===== src/rtl/qam16_demapper.sv =====
`default_nettype none
// ============================================================================
//  Module   : qam16_demapper
//  Purpose  : Hard-decision 16-QAM demapper. Slices each signed I/Q sample
//             pair into a 4-bit Gray symbol and packs two symbols per byte
//             (first symbol in the high nibble). A burst with an odd symbol
//             count ends in a zero-padded byte flagged by out_pad.
//  Ports    : clk, rst_n          - clock, asynchronous active-low reset
//             in_valid/in_ready   - input sample-pair handshake
//             in_re, in_im        - signed I/Q samples (SAMPLE_WIDTH bits)
//             in_last             - final symbol of a burst
//             out_valid/out_ready - output byte handshake
//             out_data            - packed byte {first[3:0], second[3:0]}
//             out_last            - byte carries the burst's final symbol
//             out_pad             - low nibble is padding
//             sym_cnt             - wrapping count of accepted symbols
//  Revision : 1.0 - initial release
// ============================================================================
module qam16_demapper #(
  parameter int SAMPLE_WIDTH = 5,
  parameter int THRESH       = 2,
  parameter int CNT_WIDTH    = 16
) (
  input  logic                    clk,
  input  logic                    rst_n,
  input  logic                    in_valid,
  output logic                    in_ready,
  input  logic [SAMPLE_WIDTH-1:0] in_re,
  input  logic [SAMPLE_WIDTH-1:0] in_im,
  input  logic                    in_last,
  output logic                    out_valid,
  input  logic                    out_ready,
  output logic [7:0]              out_data,
  output logic                    out_last,
  output logic                    out_pad,
  output logic [CNT_WIDTH-1:0]    sym_cnt
);

  localparam logic signed [SAMPLE_WIDTH-1:0] c_thresh     = SAMPLE_WIDTH'(THRESH);
  localparam logic signed [SAMPLE_WIDTH-1:0] c_neg_thresh = -c_thresh;

  typedef enum logic [0:0] {
    ST_EMPTY = 1'b0,
    ST_HALF  = 1'b1
  } state_t;

  state_t               r_state, w_state_nxt;
  logic [3:0]           r_hold, w_hold_nxt;
  logic [7:0]           r_out_data, w_out_data_nxt;
  logic                 r_out_last, w_out_last_nxt;
  logic                 r_out_pad, w_out_pad_nxt;
  logic                 r_out_valid, w_out_valid_nxt;
  logic [CNT_WIDTH-1:0] r_sym_cnt;
  logic                 w_accept;
  logic [3:0]           w_nibble;

  // Per-axis decision; zero falls on the positive side, so the sign bit
  // alone separates the two inner regions.
  function automatic logic [1:0] f_slice(input logic signed [SAMPLE_WIDTH-1:0] x);
    if (x < c_neg_thresh)
      f_slice = 2'b00;
    else if (x[SAMPLE_WIDTH-1])
      f_slice = 2'b01;
    else if (x < c_thresh)
      f_slice = 2'b11;
    else
      f_slice = 2'b10;
  endfunction

  assign w_nibble = {f_slice(in_re), f_slice(in_im)};

  // Input side may advance whenever the output register is free or is
  // being drained this cycle.
  assign in_ready = !r_out_valid || out_ready;
  assign w_accept = in_valid && in_ready;

  always_comb begin
    w_state_nxt     = r_state;
    w_hold_nxt      = r_hold;
    w_out_data_nxt  = r_out_data;
    w_out_last_nxt  = r_out_last;
    w_out_pad_nxt   = r_out_pad;
    w_out_valid_nxt = r_out_valid && !out_ready;

    if (w_accept) begin
      case (r_state)
        ST_EMPTY: begin
          if (in_last) begin
            w_out_data_nxt  = {w_nibble, 4'b0000};
            w_out_last_nxt  = 1'b1;
            w_out_pad_nxt   = 1'b1;
            w_out_valid_nxt = 1'b1;
          end else begin
            w_hold_nxt  = w_nibble;
            w_state_nxt = ST_HALF;
          end
        end
        ST_HALF: begin
          w_out_data_nxt  = {r_hold, w_nibble};
          w_out_last_nxt  = in_last;
          w_out_pad_nxt   = 1'b0;
          w_out_valid_nxt = 1'b1;
          w_state_nxt     = ST_EMPTY;
        end
        default: begin
          w_state_nxt = ST_EMPTY;
        end
      endcase
    end
  end

  always_ff @(posedge clk or negedge rst_n) begin
    if (!rst_n) begin
      r_state     <= ST_EMPTY;
      r_hold      <= 4'b0000;
      r_out_data  <= 8'h00;
      r_out_last  <= 1'b0;
      r_out_pad   <= 1'b0;
      r_out_valid <= 1'b0;
      r_sym_cnt   <= '0;
    end else begin
      r_state     <= w_state_nxt;
      r_hold      <= w_hold_nxt;
      r_out_data  <= w_out_data_nxt;
      r_out_last  <= w_out_last_nxt;
      r_out_pad   <= w_out_pad_nxt;
      r_out_valid <= w_out_valid_nxt;
      if (w_accept)
        r_sym_cnt <= r_sym_cnt + CNT_WIDTH'(1);
    end
  end

  assign out_valid = r_out_valid;
  assign out_data  = r_out_data;
  assign out_last  = r_out_last;
  assign out_pad   = r_out_pad;
  assign sym_cnt   = r_sym_cnt;

endmodule
`default_nettype wire


===== config.mk =====
export PLATFORM = sky130hd
export DESIGN_NAME = qam16_demapper
export DESIGN_NICKNAME = d
export VERILOG_FILES = /design/src/rtl/qam16_demapper.sv
export SDC_FILE = /design/constraint.sdc
export NUM_CORES = 1
export LEC_CHECK = 0
export CORE_MARGIN = 1.5
export CORE_UTILIZATION = 46
export CTS_CLUSTER_DIAMETER = 50
export DETAILED_ROUTE_END_ITERATION = 12
export HOLD_SLACK_MARGIN = 0.1
export PLACE_DENSITY = 0.78
export SYNTH_ARGS = -nofsm -noshare
export SYNTH_HDL_FRONTEND = slang
export SYNTH_SLANG_ARGS = --single-unit

===== constraint.sdc =====
create_clock -name clk -period 1.55 [get_ports clk]
set_input_delay 0.31 -clock clk [delete_from_list [all_inputs] [get_ports clk]]
set_output_delay 0.31 -clock clk [all_outputs]
set_load 0.05 [all_outputs]

Word-level counts from Yosys, hierarchy flattened
Index checks and enable logic that the tools add are counted.
{"block": "totals", "ff_bits": 32, "in_bits": 15}
{"block": "op_classes", "addsub": 1, "order_cmp": 4, "n_eq_ne": 1, "n_mux": 16, "n_bitwise": 2, "n_reduce_logical": 7}
{"cell": "$add 16x1->16 const B", "count": 1}
{"cell": "$pmux 8 s2", "count": 1}
{"cell": "$lt 5x2->1 const B", "count": 2}
{"cell": "$lt 5x3->1 const B", "count": 2}
{"cell": "$mux 2", "count": 4}
{"cell": "$mux 8", "count": 1}
{"cell": "$pmux 1 s2", "count": 4}
{"cell": "$mux 1", "count": 6}
{"cell": "$reduce_and 3->1", "count": 1}
{"cell": "$logic_and 1x1->1", "count": 2}
{"cell": "$logic_not 1->1", "count": 2}
{"cell": "$ne 2x2->1 const B", "count": 1}
{"cell": "$not 1->1", "count": 2}
{"cell": "$reduce_and 2->1", "count": 1}
{"cell": "$logic_or 1x1->1", "count": 1}

Depth between registers and ports, before layout
{"block": "depth", "depth_word": 6, "ltp_mapped": 6}

Worst setup path before layout
No wires, ideal clock.
{"block": "synth_timing", "path_type": "register -> register", "start": "reg r_out_valid, in the netlist out_valid", "end": "reg r_out_data[1], in the netlist out_data[1]", "setup_ns": 0.122, "t_arrival_ns": 1.719, "t_required_ns": 1.428, "setup_slack_ns": -0.291, "path_stages_with_launch": 6, "n_path_buf": 1, "period_less_slack_ns": 1.841, "path_cell_list": "dfrtp_1 nor2b_4 inv_2 and2_4 buf_2 a32o_1"}
{"block": "synth_via", "elab_chain_len": 4}
{"item": "start: declaration", "line_no": "52", "rtl": "logic r_out_valid, w_out_valid_nxt;"}
{"item": "start signal: assignment", "line_no": "127", "rtl": "r_out_valid <= w_out_valid_nxt;"}
{"item": "$logic_not 1->1", "line_no": "74", "rtl": "assign in_ready = !r_out_valid || out_ready;"}
{"item": "$logic_or 1x1->1", "line_no": "74"}
{"item": "named net in_ready", "line_no": "27", "rtl": "output logic in_ready,"}
{"item": "$logic_and 1x1->1", "line_no": "75", "rtl": "assign w_accept = in_valid && in_ready;"}
{"item": "$reduce_and 2->1 (no line)"}
{"item": "end signal: assignment", "line_no": "124", "rtl": "r_out_data <= w_out_data_nxt;"}
{"item": "end: declaration", "line_no": "49", "rtl": "logic [7:0] r_out_data, w_out_data_nxt;"}
The timed path passes the listed nets, and every way through them passes these cells.
A chain may end at the register's enable or synchronous reset.

Worst setup path after layout
{"block": "layout_timing", "start": "reg r_out_valid, in the netlist out_valid", "end": "reg r_sym_cnt[8], in the netlist sym_cnt[8]"}
{"block": "layout_via", "elab_chain_len": 3}
{"item": "$logic_not 1->1", "line_no": "74"}
{"item": "$logic_or 1x1->1", "line_no": "74"}
{"item": "$logic_and 1x1->1", "line_no": "75"}
{"item": "end signal: assignment", "line_no": "129", "rtl": "r_sym_cnt <= r_sym_cnt + CNT_WIDTH'(1);"}
{"item": "end: declaration", "line_no": "53", "rtl": "logic [CNT_WIDTH-1:0] r_sym_cnt;"}
Every way passes these cells.

==> impl_metrics.yaml <==
status:
  run_status: "finished, violations left"
  violations: "negative setup slack"
worst_setup_path:
  worst-endpoint-required_ns: 1.81
  critPathMaxFanout: 5
  worst_setup_slack_for_register_to_register_paths_ns: -0.01
  r2r.worst_path.cells: 5
  regToRegStartpoint: "out_valid$_DFF_PN0_"
  setup.worst_path.class: "flop to flop"
  end_kind: "flop"
  startpoint_type: "flop"
  worstReg2RegEnd: "sym_cnt[8]$_DFFE_PN0P_"
  critical_path_arrival_ns: 1.82
power_and_ir_drop:
  vdd.ir_drop.worst_mv: 0.9893
  power_leakage_nw: 1.056
  report.power.total_mw: 3.472
  power.density_nw_per_um2: 1433
floorplan:
  floorplan.die_area_um2: 3484
  die_w_um: 59.03
  std_cell_rows: 20
  core-area_um2: 3028
  initial_utilization_pct: 47.69
  io-pin-count: 43
  vert_die_dim_um: 59.03
sta:
  min_period_over_period_pct: 100.6
  finalWorstSetupSlack_ns: -0.009766
  max_freq_mhz: 641.1
  setup_repair_after_global_routing_missed_its_margin: "true"
  hold-worst-slack_ns: 0.3673
  tightest_slew_ns: 0.3950
  worst_clock_skew_ns: 0.009392
  max-slew-margin-rel_pct: 73.66
  min_period_ns: 1.560
  hold_viol_final: 0
  maxSlewViolCount: 0
  report.final.setup_viol: 1
route:
  antenna_left: 0
  num_vias: 1226
  starting_drc_count_in_detailed_routing: 23
  drcViolationCount: 0
  totalWireLength_mm: 3.446
  drt_pre_antenna_iters: 4
  route.detailed.wl_per_inst_um: 14.54
  drt-vias-per-instance: 5.173
cells_and_area:
  num-nets-final: 210
  layout-area-overhead-vs-synth_pct: 67.85
  drive_gt1_share_pct: 38.34
  seq_area_um2: 807.0
  area_taken_by_multi_input_logic_gates_um2: 658.1
  nFillCells: 171
  post-route-cell-area_um2: 2424
  antenna-diode-count: 0
place:
  gpl.final_weighted_congestion: 0.8036
  placement.cell_area_um2: 2312
  post-dp-hpwl_mm: 2.522
  port_buffers: 40
global_routing:
  via_count_of_the_first_global_routing_pass: 1281
  pin_count_of_the_biggest_net_entering_global_routing: 33
  grt_first_pass_wirelength_mm: 5.740
  grt_overflow_total: 0
  grt_use_total_pct: 22.73
  number_of_antenna_violations_at_the_first_check_in_global_routing: 0
synth:
  yosysMostFrequentCell: "dfrtp_1"
  synth_area_per_cell_um2: 11.28
  yosys.cell_types.count: 29
  synthDominantCellAreaShare_pct: 55.46
  synthCells: 128
  postSynthRegisterBits: 32
  yosys-top-cells-area: "dfrtp_1 (55%), xnor2_1 (7.3%), nand2_1 (3.9%), nand4_1 (3.0%), nand3_1 (2.8%)"
  synth-edff-count: 0
  net_count_after_synthesis: 146
  ys_warn_count: 0
  seq_area_frac_synth_pct: 55.46
  synth_async_sr_flop_share_pct: 100.0
  yosys.area.top_type: "dfrtp_1"
  synth_common_cells: "dfrtp_1 (32), nand2_1 (15), xnor2_1 (12)"
  syn_area_um2: 1444
  synth_flop_cell: "dfrtp_1"
flow_run:
  max-cap-violations: 0
clock_tree:
  ctsRootBufferMaster: "clkbuf_4"
  cts_inserted_buffers: 5
  tritoncts: "built"
  cts_num_sinks: 32
  clockBufferDepth: 2
  htree_num_levels: 2
  clk-insertion-delay-late_ns: 0.34
  cts.reportedPaths.clkPinSlew_ns: 0.10
worst_hold_path:
  holdCritPathClass: "input pin to asynchronous set/reset pin"
==> cell families after synthesis <==
group / Yosys count / share of synthesized area (%)
buf+inv: 6 / 1.646
mux: 2 / 1.560
simple gates: 48 / 19.50
flops: 32 / 55.46
compound gates: 22 / 10.14
xor+xnor: 15 / 9.099
fa+ha+maj: 3 / 2.600
==> worst max path at each step <==
stage	to	slack [ns]	start	cells past startpoint
final	sym_cnt[8]$_DFFE_PN0P_	-0.01	out_valid$_DFF_PN0_	5
after global routing	sym_cnt[8]$_DFFE_PN0P_	-0.07	out_valid$_DFF_PN0_	5
after CTS	sym_cnt[8]$_DFFE_PN0P_	-0.003	out_valid$_DFF_PN0_	5
after detailed placement	sym_cnt[8]$_DFFE_PN0P_	-0.28	in_valid	5
after global placement	sym_cnt[14]$_DFFE_PN0P_	-0.20	in_valid	5
after floorplan	out_data[1]$_DFFE_PN0P_	-0.04	out_valid$_DFF_PN0_	5
==> state kept, by name, summed over array words and instances, names as in the netlist <==
name / count
out_pad: 1
out_data: 8
r_state: 1
out_last: 1
r_hold: 4
out_valid: 1
sym_cnt: 16
==> timing repair <==
action / CTS / global route
endpoints found under the hold margin: 0 / 0
pin swaps: 2 / 7
hold buffers: 0 / 0
setup buffers: 3 / 1
cloned: 0 / 0
endpoints found under the setup margin: 1 / 5
resized for setup: 3 / 4
==> cell type report <==
class | count | area share [%]
Multi-Input combinational cell | 90 | 27.16
Sequential cell | 32 | 33.30
Tap cell | 44 | 2.272
Timing Repair Buffer | 58 | 34.23
Clock buffer | 7 | 1.859
Clock inverter | 1 | 0.2065
Inverter | 5 | 0.9809
==> per-layer routing <==
metal,up-vias,share of wire (%),global-route usage [%]
met4,0,2.2,10.06
met3,7,4.4,6.769
met1,596,42,26.88
met5,-,0,0
met2,41,51,38.25
li1,582,-,-
==> placed cells by master, fill, tap and decap left out, types with 3 or more instances in the layout <==
| cell | count |
|---|---|
| nand3_1 | 7 |
| buf_12 | 28 |
| dfrtp_1 | 27 |
| o21ai_0 | 3 |
| a21oi_1 | 5 |
| o22ai_1 | 4 |
| buf_4 | 15 |
| nand2_1 | 14 |
| clkdlybuf4s50_1 | 11 |
| nor2_1 | 6 |
| xor2_1 | 3 |
| clkbuf_4 | 5 |
| nor3_1 | 3 |
| inv_1 | 4 |
| xnor2_1 | 12 |
| dfrtp_2 | 5 |
| nand4_1 | 7 |
==> where the power goes <==
part / internal (mW) / switching, mW / leakage [nW]
sequential: 1.03 / 0.296 / 0.404
clock: 0.176 / 0.276 / 0.0293
combinational: 0.849 / 0.846 / 0.623
==> metrics by stage <==
stage | util, % | TNS [ns] | cells | setup slack, ns
6_report | 80.04 | -0.009766 | 237 | -0.009766
5_1_grt | 80.04 | -0.1538 | 237 | -0.06504
4_1_cts | 78.97 | -0.002507 | 236 | -0.002507
3_5_place_dp | 76.36 | -4.703 | 225 | -0.2760
3_3_place_gp | 76.36 | -3.943 | 225 | -0.2004
2_1_floorplan | - | -0.08717 | 128 | -0.04375
==> worst max-delay path, stage by stage (launching register included) <==
cell and delay [ns]:
dfrtp_2 0.42, nor2b_4 0.14, buf_6 0.13, nor4b_4 0.38, nand4_1 0.17, xnor2_1 0.23
No activity file was read; power rests on OpenSTA's default activity.
==> patch: new RTL, same flow settings <==
Put one more register stage on the output `sym_cnt`. The value now appears one clock later. The other outputs are not delayed to match.
--- a/src/rtl/qam16_demapper.sv
+++ b/src/rtl/qam16_demapper.sv
@@ -134,7 +134,9 @@
   assign out_data  = r_out_data;
   assign out_last  = r_out_last;
   assign out_pad   = r_out_pad;
-  assign sym_cnt   = r_sym_cnt;
+  always_ff @(posedge clk) begin
+    sym_cnt <= r_sym_cnt;
+  end
 
 endmodule
 `default_nettype wire
Behaviour: not the same (a bounded check fails within 4 cycles, from zero or initial values and one cycle with rst_n low).
==> patch against the unedited design <==
- total power grew 18%
- count of clock-buffer cells in the layout shrank 2
- sequential power grew 29%
- setup slack gained 0.079 ns
- combinational power shrank 13%
- register-to-register slack gained 0.15 ns
- non-clock buffer count shrank 3
- sequential cell count grew 16
- design area grew 5.1%
- area after synthesis grew 22%
- routed wire length grew 0.20%
- critical path type is now reg -> out
- critical endpoint is now in_ready
==> patch: results (changes against the unedited design) <==
[place]
dpl_cell_area_um2=2420  ; +4.8%
dp.cells=243  ; +8.0%
io_buffers=40  ; unchanged
hpwlAfterDp_um=2560  ; +1.5%
gp_congestion=0.737  ; -8.3%

[yosys]
synth-compound-area-share_pct=8.78  ; -1.4 points
synth_commonest_cells=dfrtp_1, dfxtp_1, nand2_1, xnor2_1
syn_area_per_cell_um2=12.5  ; +11%
synth_fa_ha_area_share_pct=2.12  ; -0.48 points
synth_xor_area_share_pct=7.43  ; -1.7 points
synth_nets=159  ; +8.9%
async_reset_ff_share_pct=66.7  ; -33 points
ys_types=30  ; +3.4%
seq_area_frac_synth_pct=63.4  ; +8.0 points
synth_mux_area_share_pct=1.91  ; +0.35 points

[clock_tree]
post-cts-setup-buffers=1  ; -2
insertion_delay_ns=0.30  ; -0.04 ns
cts_resized=1  ; -2
root_buffer=clkbuf_8

[cells_and_area]
drive_gt1_share_pct=31.9  ; -6.5 points
nets=221  ; +5.2%
fillers=287  ; +68%

[drt]
drt-initial-drc-count=84  ; +270%
vias=1319  ; +7.6%
drt_wl_total_um=3450  ; +0.20%
wire_per_inst_um=13.7  ; -5.8%

[critical_path]
rrSetupSlack_ns=0.14  ; +0.15 ns
r2r-end=r_sym_cnt[6]
crit_arrival_ns=1.17  ; -0.65 ns

[sta]
worstMarginPinSlew_ns=0.410  ; +0.0153 ns
skew_ns=0.00662  ; -0.00278 ns
whs_ns=0.387  ; +0.0200 ns

[power_and_ir_drop]
p_total_mw=4.10  ; +18%
power.net_switching_mw=1.47  ; +3.9%
p_leak_nw=1.18  ; +12%
p_seq_mw=1.72  ; +29%
ir_drop_uv=1070  ; +8.2%

[worst_hold_path]
worstHoldPathType=reg -> reg

[grt]
grt_pass1_wl_um=5880  ; +2.4%

[run_status]
status=completed

==> patch: cell count changes after synthesis, moves of 3 or more <==
cell	unedited run	this run
o21ai_0	3	6
nand2_1	15	8
xor2_1	3	7
nor3_1	3	6
a21oi_1	6	3
dfxtp_1	0	16
xnor2_1	12	8
==> patch: how the worst max path moves through the flow <==
stage	depth (start not counted)	slack, ns	to	startpoint
floorplan	5	0.03	r_sym_cnt[14]	out_valid
global placement	6	-0.16	out_data[4]	in_valid
detailed placement	6	-0.18	out_data[4]	in_valid
finish	4	0.07	in_ready	out_valid
CTS	4	0.03	in_ready	out_valid
global route	6	0.006	out_data[4]	in_valid
==> patch: cells by family after synthesis <==
kind of cell	after synthesis
AND/OR/NAND/NOR	40
adder cells (fa/ha/maj)	3
buffers and inverters	8
multiplexers	3
AO/OA/AOI/OAI	24
XOR/XNOR	15
flip-flops	48
==> patch: per-layer routing <==
metal	wire length, um	up-vias	global-route usage, %	part of all wire, %
li1	-	620	-	-
met5	0	-	0	0
met3	227	6	5.73	6.6
met2	1820	51	32.2	53
met4	67	0	7.45	1.9
met1	1340	642	20.8	39
==> patch: area by class of cell <==
type                       instances  area [um^2]  share of cell area (%)
multi-input combinational         85          622                    24.4
inverter                           8         32.5                    1.28
timing repair buffer              55          596                    23.4
sequential                        48         1120                    44.1
clock buffer                       5         68.8                    2.70
tap                               48         60.1                    2.36
clock inverter                     3         46.3                    1.82
==> patch: worst max-delay path, stage by stage (launching register included) <==
cell and delay (ns):
dfrtp_2 0.37, nor2b_4 0.18, inv_4 0.06, buf_6 0.12, buf_12 0.14
==> patch: through the flow <==
stage          worst slack (ns)  util, %
2_1_floorplan            0.0295        -
3_3_place_gp             -0.161     65.7
3_5_place_dp             -0.184     65.7
4_1_cts                  0.0281     69.0
5_1_grt                 0.00587     69.1
6_report                 0.0697     69.1
